**src/rtl/ysyx_22040759_mem_sched_pkg.sv**
```systemverilog
// ysyx_22040759_mem_sched_pkg: state encodings and constants shared by the scheduler and its write buffer
package ysyx_22040759_mem_sched_pkg;
  typedef enum logic [1:0] {R_IDLE, R_IF, R_MEM, R_RESP} r_state_e;
  typedef enum logic {W_EMPTY, W_FULL} w_state_e;
  localparam logic [2:0] IF_SIZE = 3'b011;
  localparam int STARVE_LIMIT_DEF = 4;
endpackage

```
**src/rtl/ysyx_22040759_mem_sched_if.sv**
```systemverilog
// ysyx_22040759_mem_sched_if: core request ports and rdaxi/wraxi engine ports seen by the scheduler
interface ysyx_22040759_mem_sched_if #(parameter int ADDR_WIDTH = 64, parameter int DATA_WIDTH = 64);
  logic                  if_addr_valid_i;
  logic [ADDR_WIDTH-1:0] if_rd_addr_i;
  logic                  if_data_valid_o;
  logic [DATA_WIDTH-1:0] if_data_o;
  logic                  mem_rd_addr_valid_i;
  logic [ADDR_WIDTH-1:0] mem_rd_addr_i;
  logic [2:0]            mem_rd_size_i;
  logic                  mem_rd_data_valid_o;
  logic [DATA_WIDTH-1:0] mem_rd_data_o;
  logic                  mem_wr_addr_valid_i;
  logic [ADDR_WIDTH-1:0] mem_wr_addr_i;
  logic [2:0]            mem_wr_size_i;
  logic [DATA_WIDTH-1:0] mem_wr_data_i;
  logic                  mem_wr_data_valid_o;
  logic                  rd_addr_valid_o;
  logic [ADDR_WIDTH-1:0] rd_addr_o;
  logic [2:0]            rd_size_o;
  logic                  rd_data_valid_i;
  logic [DATA_WIDTH-1:0] rd_data_i;
  logic                  wr_addr_valid_o;
  logic [ADDR_WIDTH-1:0] wr_addr_o;
  logic [2:0]            wr_size_o;
  logic [DATA_WIDTH-1:0] wr_data_o;
  logic                  wr_data_valid_i;
  modport slave (
    input  if_addr_valid_i, if_rd_addr_i, mem_rd_addr_valid_i, mem_rd_addr_i, mem_rd_size_i,
           mem_wr_addr_valid_i, mem_wr_addr_i, mem_wr_size_i, mem_wr_data_i,
           rd_data_valid_i, rd_data_i, wr_data_valid_i,
    output if_data_valid_o, if_data_o, mem_rd_data_valid_o, mem_rd_data_o, mem_wr_data_valid_o,
           rd_addr_valid_o, rd_addr_o, rd_size_o, wr_addr_valid_o, wr_addr_o, wr_size_o, wr_data_o
  );
  modport master (
    output if_addr_valid_i, if_rd_addr_i, mem_rd_addr_valid_i, mem_rd_addr_i, mem_rd_size_i,
           mem_wr_addr_valid_i, mem_wr_addr_i, mem_wr_size_i, mem_wr_data_i,
           rd_data_valid_i, rd_data_i, wr_data_valid_i,
    input  if_data_valid_o, if_data_o, mem_rd_data_valid_o, mem_rd_data_o, mem_wr_data_valid_o,
           rd_addr_valid_o, rd_addr_o, rd_size_o, wr_addr_valid_o, wr_addr_o, wr_size_o, wr_data_o
  );
endinterface

```
**src/rtl/ysyx_22040759_wbuf.sv**
```systemverilog
// ysyx_22040759_wbuf: one-entry posted store buffer with ack pulse and 8-byte line match for RAW blocking
module ysyx_22040759_wbuf
  import ysyx_22040759_mem_sched_pkg::*;
#(
  parameter int AW = 64,
  parameter int DW = 64
) (
  input  logic          clock,
  input  logic          reset,
  input  logic          i_valid,
  input  logic [AW-1:0] i_addr,
  input  logic [2:0]    i_size,
  input  logic [DW-1:0] i_data,
  input  logic          i_done,
  input  logic [AW-1:0] i_if_addr,
  input  logic [AW-1:0] i_mem_addr,
  output logic          o_ack,
  output logic          o_full,
  output logic [AW-1:0] o_addr,
  output logic [2:0]    o_size,
  output logic [DW-1:0] o_data,
  output logic          o_hit_if,
  output logic          o_hit_mem
);
  w_state_e      r_state;
  logic          r_ack;
  logic [AW-1:0] r_addr;
  logic [2:0]    r_size;
  logic [DW-1:0] r_data;
  logic          w_cap, w_busy;
  logic [AW-4:0] w_line;
  assign w_cap  = i_valid & (r_state == W_EMPTY) & ~r_ack;
  assign w_busy = w_cap | (r_state == W_FULL);
  // A store being captured this cycle already blocks reads to its line
  assign w_line    = w_cap ? i_addr[AW-1:3] : r_addr[AW-1:3];
  assign o_hit_if  = w_busy & (i_if_addr[AW-1:3] == w_line);
  assign o_hit_mem = w_busy & (i_mem_addr[AW-1:3] == w_line);
  assign o_ack  = r_ack;
  assign o_full = r_state == W_FULL;
  assign o_addr = r_addr;
  assign o_size = r_size;
  assign o_data = r_data;
  always_ff @(posedge clock or negedge reset)
    if (!reset) begin
      r_state <= W_EMPTY;
      r_ack   <= 1'b0;
      r_addr  <= '0;
      r_size  <= '0;
      r_data  <= '0;
    end else begin
      r_ack <= w_cap;
      if (w_cap) begin
        r_state <= W_FULL;
        r_addr  <= i_addr;
        r_size  <= i_size;
        r_data  <= i_data;
      end else if (r_state == W_FULL && i_done)
        r_state <= W_EMPTY;
    end
endmodule

```
**src/rtl/ysyx_22040759_mem_sched.sv**
```systemverilog
// ysyx_22040759_mem_sched: arbitrates IF/MEM reads onto rdaxi (MEM priority, IF starvation bound)
// and posts MEM stores through a one-entry buffer with RAW blocking
module ysyx_22040759_mem_sched
  import ysyx_22040759_mem_sched_pkg::*;
#(
  parameter int ADDR_WIDTH   = 64,
  parameter int DATA_WIDTH   = 64,
  parameter int STARVE_LIMIT = STARVE_LIMIT_DEF
) (
  input logic clock,
  input logic reset,
  ysyx_22040759_mem_sched_if.slave bus
);
  r_state_e              r_state;
  logic [3:0]            r_starve;
  logic                  r_rd_valid, r_if_valid, r_mem_valid;
  logic [ADDR_WIDTH-1:0] r_rd_addr;
  logic [2:0]            r_rd_size;
  logic [DATA_WIDTH-1:0] r_if_data, r_mem_data;
  logic                  w_hit_if, w_hit_mem, w_if_el, w_mem_el, w_gnt_if, w_gnt_mem;
  ysyx_22040759_wbuf #(.AW(ADDR_WIDTH), .DW(DATA_WIDTH)) u_wbuf (
    .clock     (clock),
    .reset     (reset),
    .i_valid   (bus.mem_wr_addr_valid_i),
    .i_addr    (bus.mem_wr_addr_i),
    .i_size    (bus.mem_wr_size_i),
    .i_data    (bus.mem_wr_data_i),
    .i_done    (bus.wr_data_valid_i),
    .i_if_addr (bus.if_rd_addr_i),
    .i_mem_addr(bus.mem_rd_addr_i),
    .o_ack     (bus.mem_wr_data_valid_o),
    .o_full    (bus.wr_addr_valid_o),
    .o_addr    (bus.wr_addr_o),
    .o_size    (bus.wr_size_o),
    .o_data    (bus.wr_data_o),
    .o_hit_if  (w_hit_if),
    .o_hit_mem (w_hit_mem)
  );
  assign w_if_el   = bus.if_addr_valid_i & ~w_hit_if;
  assign w_mem_el  = bus.mem_rd_addr_valid_i & ~w_hit_mem;
  assign w_gnt_if  = w_if_el & (~w_mem_el | (r_starve == 4'(STARVE_LIMIT)));
  assign w_gnt_mem = ~w_gnt_if & w_mem_el;
  assign bus.rd_addr_valid_o     = r_rd_valid;
  assign bus.rd_addr_o           = r_rd_addr;
  assign bus.rd_size_o           = r_rd_size;
  assign bus.if_data_valid_o     = r_if_valid;
  assign bus.if_data_o           = r_if_data;
  assign bus.mem_rd_data_valid_o = r_mem_valid;
  assign bus.mem_rd_data_o       = r_mem_data;
  always_ff @(posedge clock or negedge reset)
    if (!reset) begin
      r_state     <= R_IDLE;
      r_starve    <= '0;
      r_rd_valid  <= 1'b0;
      r_rd_addr   <= '0;
      r_rd_size   <= '0;
      r_if_valid  <= 1'b0;
      r_if_data   <= '0;
      r_mem_valid <= 1'b0;
      r_mem_data  <= '0;
    end else
      case (r_state)
        R_IDLE:
          if (w_gnt_if) begin
            r_state    <= R_IF;
            r_rd_valid <= 1'b1;
            r_rd_addr  <= bus.if_rd_addr_i;
            r_rd_size  <= IF_SIZE;
            r_starve   <= '0;
          end else if (w_gnt_mem) begin
            r_state    <= R_MEM;
            r_rd_valid <= 1'b1;
            r_rd_addr  <= bus.mem_rd_addr_i;
            r_rd_size  <= bus.mem_rd_size_i;
            r_starve   <= (bus.if_addr_valid_i && r_starve != 4'(STARVE_LIMIT)) ? r_starve + 4'd1 : r_starve;
          end
        R_IF, R_MEM:
          if (bus.rd_data_valid_i) begin
            r_state    <= R_RESP;
            r_rd_valid <= 1'b0;
            if (r_state == R_IF) begin
              r_if_valid <= 1'b1;
              r_if_data  <= bus.rd_data_i;
            end else begin
              r_mem_valid <= 1'b1;
              r_mem_data  <= bus.rd_data_i;
            end
          end
        default: begin
          r_state     <= R_IDLE;
          r_if_valid  <= 1'b0;
          r_mem_valid <= 1'b0;
        end
      endcase
endmodule

```
**src/flat_wrapper.sv**
```systemverilog
// flat-port wrapper written by rule: the top's interface ports become plain ports
module ysyx_22040759_mem_sched_flat import ysyx_22040759_mem_sched_pkg::*;
#(
  parameter int ADDR_WIDTH   = 64,
  parameter int DATA_WIDTH   = 64,
  parameter int STARVE_LIMIT = STARVE_LIMIT_DEF
)
  (clock, reset, bus_if_addr_valid_i, bus_if_rd_addr_i, bus_mem_rd_addr_valid_i, bus_mem_rd_addr_i, bus_mem_rd_size_i, bus_mem_wr_addr_valid_i, bus_mem_wr_addr_i, bus_mem_wr_size_i, bus_mem_wr_data_i, bus_rd_data_valid_i, bus_rd_data_i, bus_wr_data_valid_i, bus_if_data_valid_o, bus_if_data_o, bus_mem_rd_data_valid_o, bus_mem_rd_data_o, bus_mem_wr_data_valid_o, bus_rd_addr_valid_o, bus_rd_addr_o, bus_rd_size_o, bus_wr_addr_valid_o, bus_wr_addr_o, bus_wr_size_o, bus_wr_data_o);
  ysyx_22040759_mem_sched_if #(.ADDR_WIDTH(ADDR_WIDTH), .DATA_WIDTH(DATA_WIDTH)) bus_i ();
  input logic clock;
  input logic reset;
  input wire logic [$bits(bus_i.if_addr_valid_i)-1:0] bus_if_addr_valid_i;
  input wire logic [$bits(bus_i.if_rd_addr_i)-1:0] bus_if_rd_addr_i;
  input wire logic [$bits(bus_i.mem_rd_addr_valid_i)-1:0] bus_mem_rd_addr_valid_i;
  input wire logic [$bits(bus_i.mem_rd_addr_i)-1:0] bus_mem_rd_addr_i;
  input wire logic [$bits(bus_i.mem_rd_size_i)-1:0] bus_mem_rd_size_i;
  input wire logic [$bits(bus_i.mem_wr_addr_valid_i)-1:0] bus_mem_wr_addr_valid_i;
  input wire logic [$bits(bus_i.mem_wr_addr_i)-1:0] bus_mem_wr_addr_i;
  input wire logic [$bits(bus_i.mem_wr_size_i)-1:0] bus_mem_wr_size_i;
  input wire logic [$bits(bus_i.mem_wr_data_i)-1:0] bus_mem_wr_data_i;
  input wire logic [$bits(bus_i.rd_data_valid_i)-1:0] bus_rd_data_valid_i;
  input wire logic [$bits(bus_i.rd_data_i)-1:0] bus_rd_data_i;
  input wire logic [$bits(bus_i.wr_data_valid_i)-1:0] bus_wr_data_valid_i;
  output wire logic [$bits(bus_i.if_data_valid_o)-1:0] bus_if_data_valid_o;
  output wire logic [$bits(bus_i.if_data_o)-1:0] bus_if_data_o;
  output wire logic [$bits(bus_i.mem_rd_data_valid_o)-1:0] bus_mem_rd_data_valid_o;
  output wire logic [$bits(bus_i.mem_rd_data_o)-1:0] bus_mem_rd_data_o;
  output wire logic [$bits(bus_i.mem_wr_data_valid_o)-1:0] bus_mem_wr_data_valid_o;
  output wire logic [$bits(bus_i.rd_addr_valid_o)-1:0] bus_rd_addr_valid_o;
  output wire logic [$bits(bus_i.rd_addr_o)-1:0] bus_rd_addr_o;
  output wire logic [$bits(bus_i.rd_size_o)-1:0] bus_rd_size_o;
  output wire logic [$bits(bus_i.wr_addr_valid_o)-1:0] bus_wr_addr_valid_o;
  output wire logic [$bits(bus_i.wr_addr_o)-1:0] bus_wr_addr_o;
  output wire logic [$bits(bus_i.wr_size_o)-1:0] bus_wr_size_o;
  output wire logic [$bits(bus_i.wr_data_o)-1:0] bus_wr_data_o;
  assign bus_i.if_addr_valid_i = bus_if_addr_valid_i;
  assign bus_i.if_rd_addr_i = bus_if_rd_addr_i;
  assign bus_i.mem_rd_addr_valid_i = bus_mem_rd_addr_valid_i;
  assign bus_i.mem_rd_addr_i = bus_mem_rd_addr_i;
  assign bus_i.mem_rd_size_i = bus_mem_rd_size_i;
  assign bus_i.mem_wr_addr_valid_i = bus_mem_wr_addr_valid_i;
  assign bus_i.mem_wr_addr_i = bus_mem_wr_addr_i;
  assign bus_i.mem_wr_size_i = bus_mem_wr_size_i;
  assign bus_i.mem_wr_data_i = bus_mem_wr_data_i;
  assign bus_i.rd_data_valid_i = bus_rd_data_valid_i;
  assign bus_i.rd_data_i = bus_rd_data_i;
  assign bus_i.wr_data_valid_i = bus_wr_data_valid_i;
  assign bus_if_data_valid_o = bus_i.if_data_valid_o;
  assign bus_if_data_o = bus_i.if_data_o;
  assign bus_mem_rd_data_valid_o = bus_i.mem_rd_data_valid_o;
  assign bus_mem_rd_data_o = bus_i.mem_rd_data_o;
  assign bus_mem_wr_data_valid_o = bus_i.mem_wr_data_valid_o;
  assign bus_rd_addr_valid_o = bus_i.rd_addr_valid_o;
  assign bus_rd_addr_o = bus_i.rd_addr_o;
  assign bus_rd_size_o = bus_i.rd_size_o;
  assign bus_wr_addr_valid_o = bus_i.wr_addr_valid_o;
  assign bus_wr_addr_o = bus_i.wr_addr_o;
  assign bus_wr_size_o = bus_i.wr_size_o;
  assign bus_wr_data_o = bus_i.wr_data_o;
  ysyx_22040759_mem_sched #(.ADDR_WIDTH(ADDR_WIDTH), .DATA_WIDTH(DATA_WIDTH), .STARVE_LIMIT(STARVE_LIMIT)) u_core (.clock(clock), .reset(reset), .bus(bus_i));
endmodule
```
**config.mk**
```make
export PLATFORM = sky130hd
export DESIGN_NAME = ysyx_22040759_mem_sched_flat
export DESIGN_NICKNAME = d
export VERILOG_FILES = /design/src/rtl/ysyx_22040759_mem_sched_pkg.sv /design/src/rtl/ysyx_22040759_mem_sched_if.sv /design/src/rtl/ysyx_22040759_wbuf.sv /design/src/rtl/ysyx_22040759_mem_sched.sv /design/src/flat_wrapper.sv
export SDC_FILE = /design/constraint.sdc
export NUM_CORES = 1
export LEC_CHECK = 0
export ABC_CLOCK_PERIOD_IN_PS = 5900
export CAP_MARGIN = 25
export CORE_AREA = 4 4 256 258
export CTS_CLUSTER_DIAMETER = 50
export DETAILED_ROUTE_END_ITERATION = 7
export DIE_AREA = 0 0 260 262
export PLACE_DENSITY = 0.62
export SLEW_MARGIN = 10
export SYNTH_ARGS = -nofsm -noshare
export SYNTH_HDL_FRONTEND = slang
export SYNTH_SLANG_ARGS = --single-unit
```
**constraint.sdc**
```tcl
create_clock -name clock -period 5.9 [get_ports clock]
set_clock_uncertainty 0.1 [all_clocks]
set_input_delay 1.18 -clock clock [delete_from_list [all_inputs] [get_ports clock]]
set_output_delay 1.18 -clock clock [all_outputs]
set_load 0.01 [all_outputs]
```
* After elaboration in Yosys (flattened, before gate mapping)
Cells that the tools add are included.
** Cells by class
- Add/subtract/negate cells :: 1
- Equal/unequal tests :: 10
- Mux-type cells :: 24
- Bitwise operators :: 18
- Reductions and logical operators :: 16
** Operator list (number)
- $mux W64 :: 2
- $eq A61 B61 Y1 :: 2
- $mux W61 :: 1
- $reduce_and A3 Y1 :: 6
- $mux W4 :: 3
- $mux W1 :: 9
- $and A1 B1 Y1 :: 8
- $not A1 Y1 :: 8
- $reduce_bool A2 Y1 :: 4
- $mux W2 :: 3
- $mux W3 :: 2
- $pmux W1 S2 :: 3
- $add A4 B1 Y4 const B :: 1
- $eq A4 B3 Y1 const B :: 1
- $ne A2 B2 Y1 const B :: 2
- $ne A4 B3 Y1 const B :: 1
- $pmux W2 S2 :: 1
- $reduce_and A2 Y1 :: 2
- $ne A3 B1 Y1 const B :: 1
- $eq A2 B1 Y1 const B :: 1
- $eq A2 B2 Y1 const B :: 1
- $logic_and A1 B1 Y1 :: 2
- $logic_not A2 Y1 :: 1
- $ne A2 B1 Y1 const B :: 1
- 2 further kinds :: 3
** Word-level totals
- Register bits after elaboration :: 337
- Input port bits :: 333
- Output and inout bits :: 331
- Logic and storage cells :: 83

* Longest topological paths before layout
- Depth in word-level cells :: 16
- Depth in mapped cells :: 17
- Depth with buffers taken out :: 10

* Modules after synthesis
Synthesis repeated with hierarchy kept, for this count alone.
** Second synthesis, totals
- Cells, all modules :: 1312
- Area, all modules :: 15104.5 um2
** By module, submodules not included
- ysyx_22040759_mem_sched :: times used 1, cells an instance 559, area each 8255.4 um2, sequential area each 5104.9 um2
- ysyx_22040759_wbuf :: times used 1, cells an instance 753, area each 6849.1 um2, sequential area each 3328.2 um2

* Worst setup path after synthesis
OpenSTA, ideal clock, no wires.
- Path type :: in2reg
- From :: in bus_mem_wr_addr_valid_i
- To :: reg u_core.r_starve[3]
- Library setup time :: 120 ps
- Data arrival time :: 4146 ps
- Data required time :: 5680 ps
- Slack :: 1533 ps
- Stages :: 13
- Buffers on the path :: 4
- Path through :: or3b_1 -> buf_6 -> inv_8 -> buf_8 -> buf_12 -> mux2_2 -> xor2_1 -> or4b_2 -> nor4_2 -> a21oi_1 -> buf_2 -> a311o_1 -> o211a_1
** Between the ends
- Longest elaborated chain between the ends :: 14
- Elaborated cells between the ends (all ways) :: 21
- Classes of those cells :: eq/ne: 2; mux: 2; bitwise: 14; reduce/logical: 3
** RTL lines
- from (decl) :: RTL line flat_wrapper.sv:17 : input wire logic [$bits(bus_i.mem_wr_addr_valid_i)-1:0] bus_mem_wr_addr_valid_i;
- $and A1 B1 Y1 (*) (2 in series) :: RTL line ysyx_22040759_wbuf.sv:32 : assign w_cap = i_valid & (r_state == W_EMPTY) & ~r_ack;
- $mux W61 :: RTL line ysyx_22040759_wbuf.sv:35 : assign w_line = w_cap ? i_addr[AW-1:3] : r_addr[AW-1:3];
- $eq A61 B61 Y1 :: RTL line ysyx_22040759_wbuf.sv:37 : assign o_hit_mem = w_busy & (i_mem_addr[AW-1:3] == w_line);
- $and A1 B1 Y1 :: RTL line ysyx_22040759_wbuf.sv:37
- $not A1 Y1 :: RTL line ysyx_22040759_mem_sched.sv:40 : assign w_mem_el = bus.mem_rd_addr_valid_i & ~w_hit_mem;
- $and A1 B1 Y1 :: RTL line ysyx_22040759_mem_sched.sv:40
- $not A1 Y1 :: RTL line ysyx_22040759_mem_sched.sv:41 : assign w_gnt_if = w_if_el & (~w_mem_el | (r_starve == 4'(STARVE_LIMIT)));
- $or A1 B1 Y1 :: RTL line ysyx_22040759_mem_sched.sv:41
- $and A1 B1 Y1 :: RTL line ysyx_22040759_mem_sched.sv:41
- $not A1 Y1 :: RTL line ysyx_22040759_mem_sched.sv:42 : assign w_gnt_mem = ~w_gnt_if & w_mem_el;
- $and A1 B1 Y1 :: RTL line ysyx_22040759_mem_sched.sv:42
- $reduce_bool A2 Y1 (no line)
- $reduce_and A3 Y1 (no line)
- to (signal assigned) :: RTL line ysyx_22040759_mem_sched.sv:75 : r_starve <= (bus.if_addr_valid_i && r_starve != 4'(STARVE_LIMIT)) ? r_starve + 4'd1 : r_starve;
- to (decl) :: RTL line ysyx_22040759_mem_sched.sv:15 : logic [3:0] r_starve;
Every way passes the cells marked *; elsewhere a longest branch is shown, timed or not.
A chain may end at the register's enable or synchronous reset.

* Final worst setup path
- From :: in bus_mem_wr_addr_valid_i
- To :: reg u_core.r_rd_addr[10], in the netlist u_core.bus.rd_addr_o[10]
** Between the ends
- Longest elaborated chain between the ends :: 14
- Elaborated cells between the ends (all ways) :: 20
- Classes of those cells :: eq/ne: 2; mux: 2; bitwise: 14; reduce/logical: 2
** RTL lines
- $and A1 B1 Y1 (*) (2 in series) :: RTL line ysyx_22040759_wbuf.sv:32
- $mux W61 :: RTL line ysyx_22040759_wbuf.sv:35
- $eq A61 B61 Y1 :: RTL line ysyx_22040759_wbuf.sv:37
- $and A1 B1 Y1 :: RTL line ysyx_22040759_wbuf.sv:37
- $not A1 Y1 :: RTL line ysyx_22040759_mem_sched.sv:40
- $and A1 B1 Y1 :: RTL line ysyx_22040759_mem_sched.sv:40
- $not A1 Y1 :: RTL line ysyx_22040759_mem_sched.sv:41
- $or A1 B1 Y1 :: RTL line ysyx_22040759_mem_sched.sv:41
- $and A1 B1 Y1 :: RTL line ysyx_22040759_mem_sched.sv:41
- $not A1 Y1 :: RTL line ysyx_22040759_mem_sched.sv:42
- $and A1 B1 Y1 :: RTL line ysyx_22040759_mem_sched.sv:42
- $reduce_bool A2 Y1 (no line)
- $reduce_and A2 Y1 (no line)
- to (signal assigned) :: RTL line ysyx_22040759_mem_sched.sv:67 : r_rd_addr <= bus.if_rd_addr_i;
- to (signal assigned) :: RTL line ysyx_22040759_mem_sched.sv:73 : r_rd_addr <= bus.mem_rd_addr_i;
- to (decl) :: RTL line ysyx_22040759_mem_sched.sv:17 : logic [ADDR_WIDTH-1:0] r_rd_addr;
Marked as above.

==> metrics.cfg <==
[timing]
setup_viol = 0
setup_slack_ns = 0.904
min_period_ns = 5.00
setup_tns_ns = 0
rsz0062_at_grt = false
hold_viol = 0
relSlewSlack_pct = 39.7
drv_slew = 0
worst_pin_slew_ns = 0.904
fin_crit_sh_pct = 84.7
max_freq_mhz = 200

[grt]
grt_pass1_wl_um = 124000
met3_usage_pct = 7.27
grt-busiest-layer = met2
met1_usage_pct = 29.6
overflow = 0
grt_use_met2_pct = 41.5
grt_antenna_before_repair = 12
grt_usage_pct = 24.7
grt_pass1_vias = 17100
grt_max_degree = 156

[cts]
cts.sinks = 337
cts_resized = 0
cts_hold_buf = 0
post_cts_buffers = 0
clk_latency_ns = 0.61
numCtsBuffers = 49
cts_root_buffer = clkbuf_16
clk_path_buf_depth = 3
cts_tree = built
clk_pin_slew_ns = 0.06
cts-htree-levels = 2

[place]
postPlaceCellArea_um2 = 24200
dpl_worst_slack_ns = 0.340
dp_hpwl_um = 69800
port-buffer-count = 663
globalplace.congestion = 1.02

[power]
combPwrFrac_pct = 45.5
p_switching_mw = 5.03
p_total_mw = 13.6
p_int_mw = 8.56
ir_worst_vdd_uv = 326
pwr-share-clk_pct = 24.2
swShare_pct = 37.0
p_leak_nw = 10.9
seq_power_share_pct = 30.3
p_per_area_nw_per_um2 = 521

[logic_synthesis]
synthTopCellsByArea = dfrtp_1 (52%), mux2_2 (9.2%), nand2_1 (5.5%), mux2i_1 (3.1%), a31oi_1 (2.9%)
synth_top_cell_by_area = dfrtp_1
yosysMostFrequentCell = dfrtp_1
synth_ff_type = dfrtp_1
mappedNetlistNets = 1959
ys_seq_area_share_pct = 51.5
synth_cells = 1619
synth_area_per_cell_um2 = 10.1
synthDistinctLibCells = 71
ys_ff_latch = 337
synth_area_um2 = 16400
synth_top_cells_by_count = dfrtp_1 (337), nand2_1 (241), mux2_2 (133), inv_1 (110), nor3_1 (84)
synth_enable_flop_cells = 0
yosys_warnings = 0
synth_top_area_share_pct = 51.5
ys_async_sr_fraction_pct = 100

[worst_hold_path]
holdPathEnd = u_core.u_wbuf.o_data[0]
hold_depth = 2
hp-start = u_core.u_wbuf.o_data[0]
hp-class = register to register

[worst_setup_path]
path_buf_inv = 6
crit_family = buffers and inverters
cp.required_ns = 6.31
path_cells = clkdlybuf4s50_1 > or3b_4 > inv_8 > mux2i_1 > buf_4 > o22ai_1 > a211o_1 > a2111oi_0 > buf_4 > and3_1 > a31o_2 > buf_12 > buf_4 > o21ai_0 > a31oi_1
crit_arrival_ns = 5.40
worstPathMaxFanout = 48
slowest_stage = a2111oi_0
worst_path_most_repeated_cell = buf_4
cpPeakStageDelay_ns = 0.63
worstSetupPathType = input pin to register
timing.rr.start = u_core.u_wbuf.o_full
rr_worst_depth = 14
reg2reg_slack_ns = 1.36
endpoint_kind = register
crit_path_start_kind = input pin
r2r_end = u_core.bus.rd_addr_o[10]

[floorplanning]
ioPinCount = 664
die_y_um = 262
start_util_pct = 26.0
core_um2 = 63000
die_w_um = 260
rows = 92
die_area_um2 = 68100

[finish]
nets = 2631
stdcell_area_um2 = 26100
syn2layout_area_growth_pct = 59.4
fillers = 6066
final-seq-area_um2 = 8430
layout-drive-gt1-share_pct = 12.5
multiInputGateArea_um2 = 7130

[routing]
remaining_drc_errors = 0
dr.pass1.iters = 7
vias = 16500
wire_per_inst_um = 27.6
drt_iter0_drc = 1492
drtAntennaViolNets = 0
vias_per_cell = 5.18
drt_wl_total_um = 87900

[outcome]
status = complete, no violations

[flow_run]
timing.max_cap.violations = 0

[metrics by stage]
step / hold WS [ns] / cells / utilization [%]
after floorplan: 0.414 / 1619 / -
after global placement: 0.356 / 3084 / 38.4
after detailed placement: 0.361 / 3085 / 38.5
after CTS: 0.376 / 3173 / 41.3
after global routing: 0.390 / 3176 / 41.4
final: 0.373 / 3180 / 41.4
[sequential cells by signal, indices dropped and copies added, names as in the netlist]
register and count:
u_core.bus.if_data_valid_o 1, u_core.u_wbuf.o_data 64, u_core.bus.rd_addr_o 64, u_core.r_state 2, u_core.bus.rd_size_o 3, u_core.u_wbuf.o_full 1
u_core.u_wbuf.o_addr 64, u_core.r_starve 4, u_core.bus.if_data_o 64, u_core.u_wbuf.o_size 3, u_core.bus.mem_rd_data_valid_o 1, u_core.bus.mem_rd_data_o 64
u_core.bus.rd_addr_valid_o 1, u_core.u_wbuf.o_ack 1
[cell usage in the layout (no fill, tap or decap), types with 5 or more instances in the layout]
cell type	instances
clkdlybuf4s50_1	662
dfrtp_1	337
nand2_1	241
mux2_2	133
inv_1	110
nor3_1	84
o21ai_0	83
a31oi_1	73
nand3_1	72
mux2i_1	50
clkbuf_16	49
nor2_1	38
buf_4	38
o22ai_1	33
xor2_1	29
xnor2_1	28
a21oi_1	28
nor4_1	18
a22oi_1	15
nor2b_1	13
a221oi_1	12
buf_12	12
a22o_1	11
nand4_1	10
bufinv_16	10
o221ai_1	8
o2bb2ai_1	7
a2111oi_0	7
nand2b_1	7
ha_1	7
diode_2	6
clkbuf_8	6
inv_8	5
and3_1	5
a211oi_1	5
clkinv_4	5
[tightest hold or removal path, stage by stage, from the launching register on]
cell	delay [ns]
dfrtp_1	0.34
nand2_1	0.05
nand2_1	0.06
[power groups by stage]
stage	sequential [mW]	clock [mW]	combinational, mW
after floorplan	4.41	0	2.10
after global placement	4.08	0	6.12
after detailed placement	4.11	0	6.18
after CTS	4.10	3.33	6.21
after global routing	4.22	3.44	6.56
final	4.12	3.29	6.18
[how the worst max path moves through the flow]
stage	startpoint	endpoint	depth (start not counted)
detailed placement	bus_mem_wr_addr_valid_i	u_core.bus.rd_addr_o[20]	15
floorplan	bus_mem_wr_addr_valid_i	u_core.r_starve[3]	13
finish	bus_mem_wr_addr_valid_i	u_core.bus.rd_addr_o[10]	15
CTS	bus_mem_wr_addr_valid_i	u_core.r_starve[3]	14
global route	bus_mem_wr_addr_valid_i	u_core.r_starve[3]	14
global placement	bus_mem_wr_addr_valid_i	u_core.bus.rd_addr_o[6]	14
[per-layer routing]
layer / share of wire, % / vias up
li1: - / 7119
met1: 38 / 8171
met2: 48 / 974
met3: 9.5 / 208
met4: 4.7 / 12
met5: 0.088 / -
[final cells by class]
cell class,count,share of cell area (%)
Timing Repair Buffer,714,27.6
Clock buffer,58,5.06
Clock inverter,30,1.92
Antenna cell,6,0.0576
Inverter,111,1.63
Multi-Input combinational cell,1078,27.3
Tap cell,846,4.06
Sequential cell,337,32.3
[logic make-up (layout without fill, tap and decap cells)]
logic type | Yosys count | count (layout) | share of synthesized area, %
buffers and inverters | 204 | 913 | 5.44
AO/OA/AOI/OAI | 324 | 324 | 13.1
AND/OR/NAND/NOR | 507 | 507 | 14.2
multiplexers | 183 | 183 | 12.2
XOR/XNOR | 57 | 57 | 3.05
adder cells (fa/ha/maj) | 7 | 7 | 0.535
flip-flops | 337 | 337 | 51.5
other | 0 | 6 | 0
Note: power is estimated with default switching activity, not from simulation.
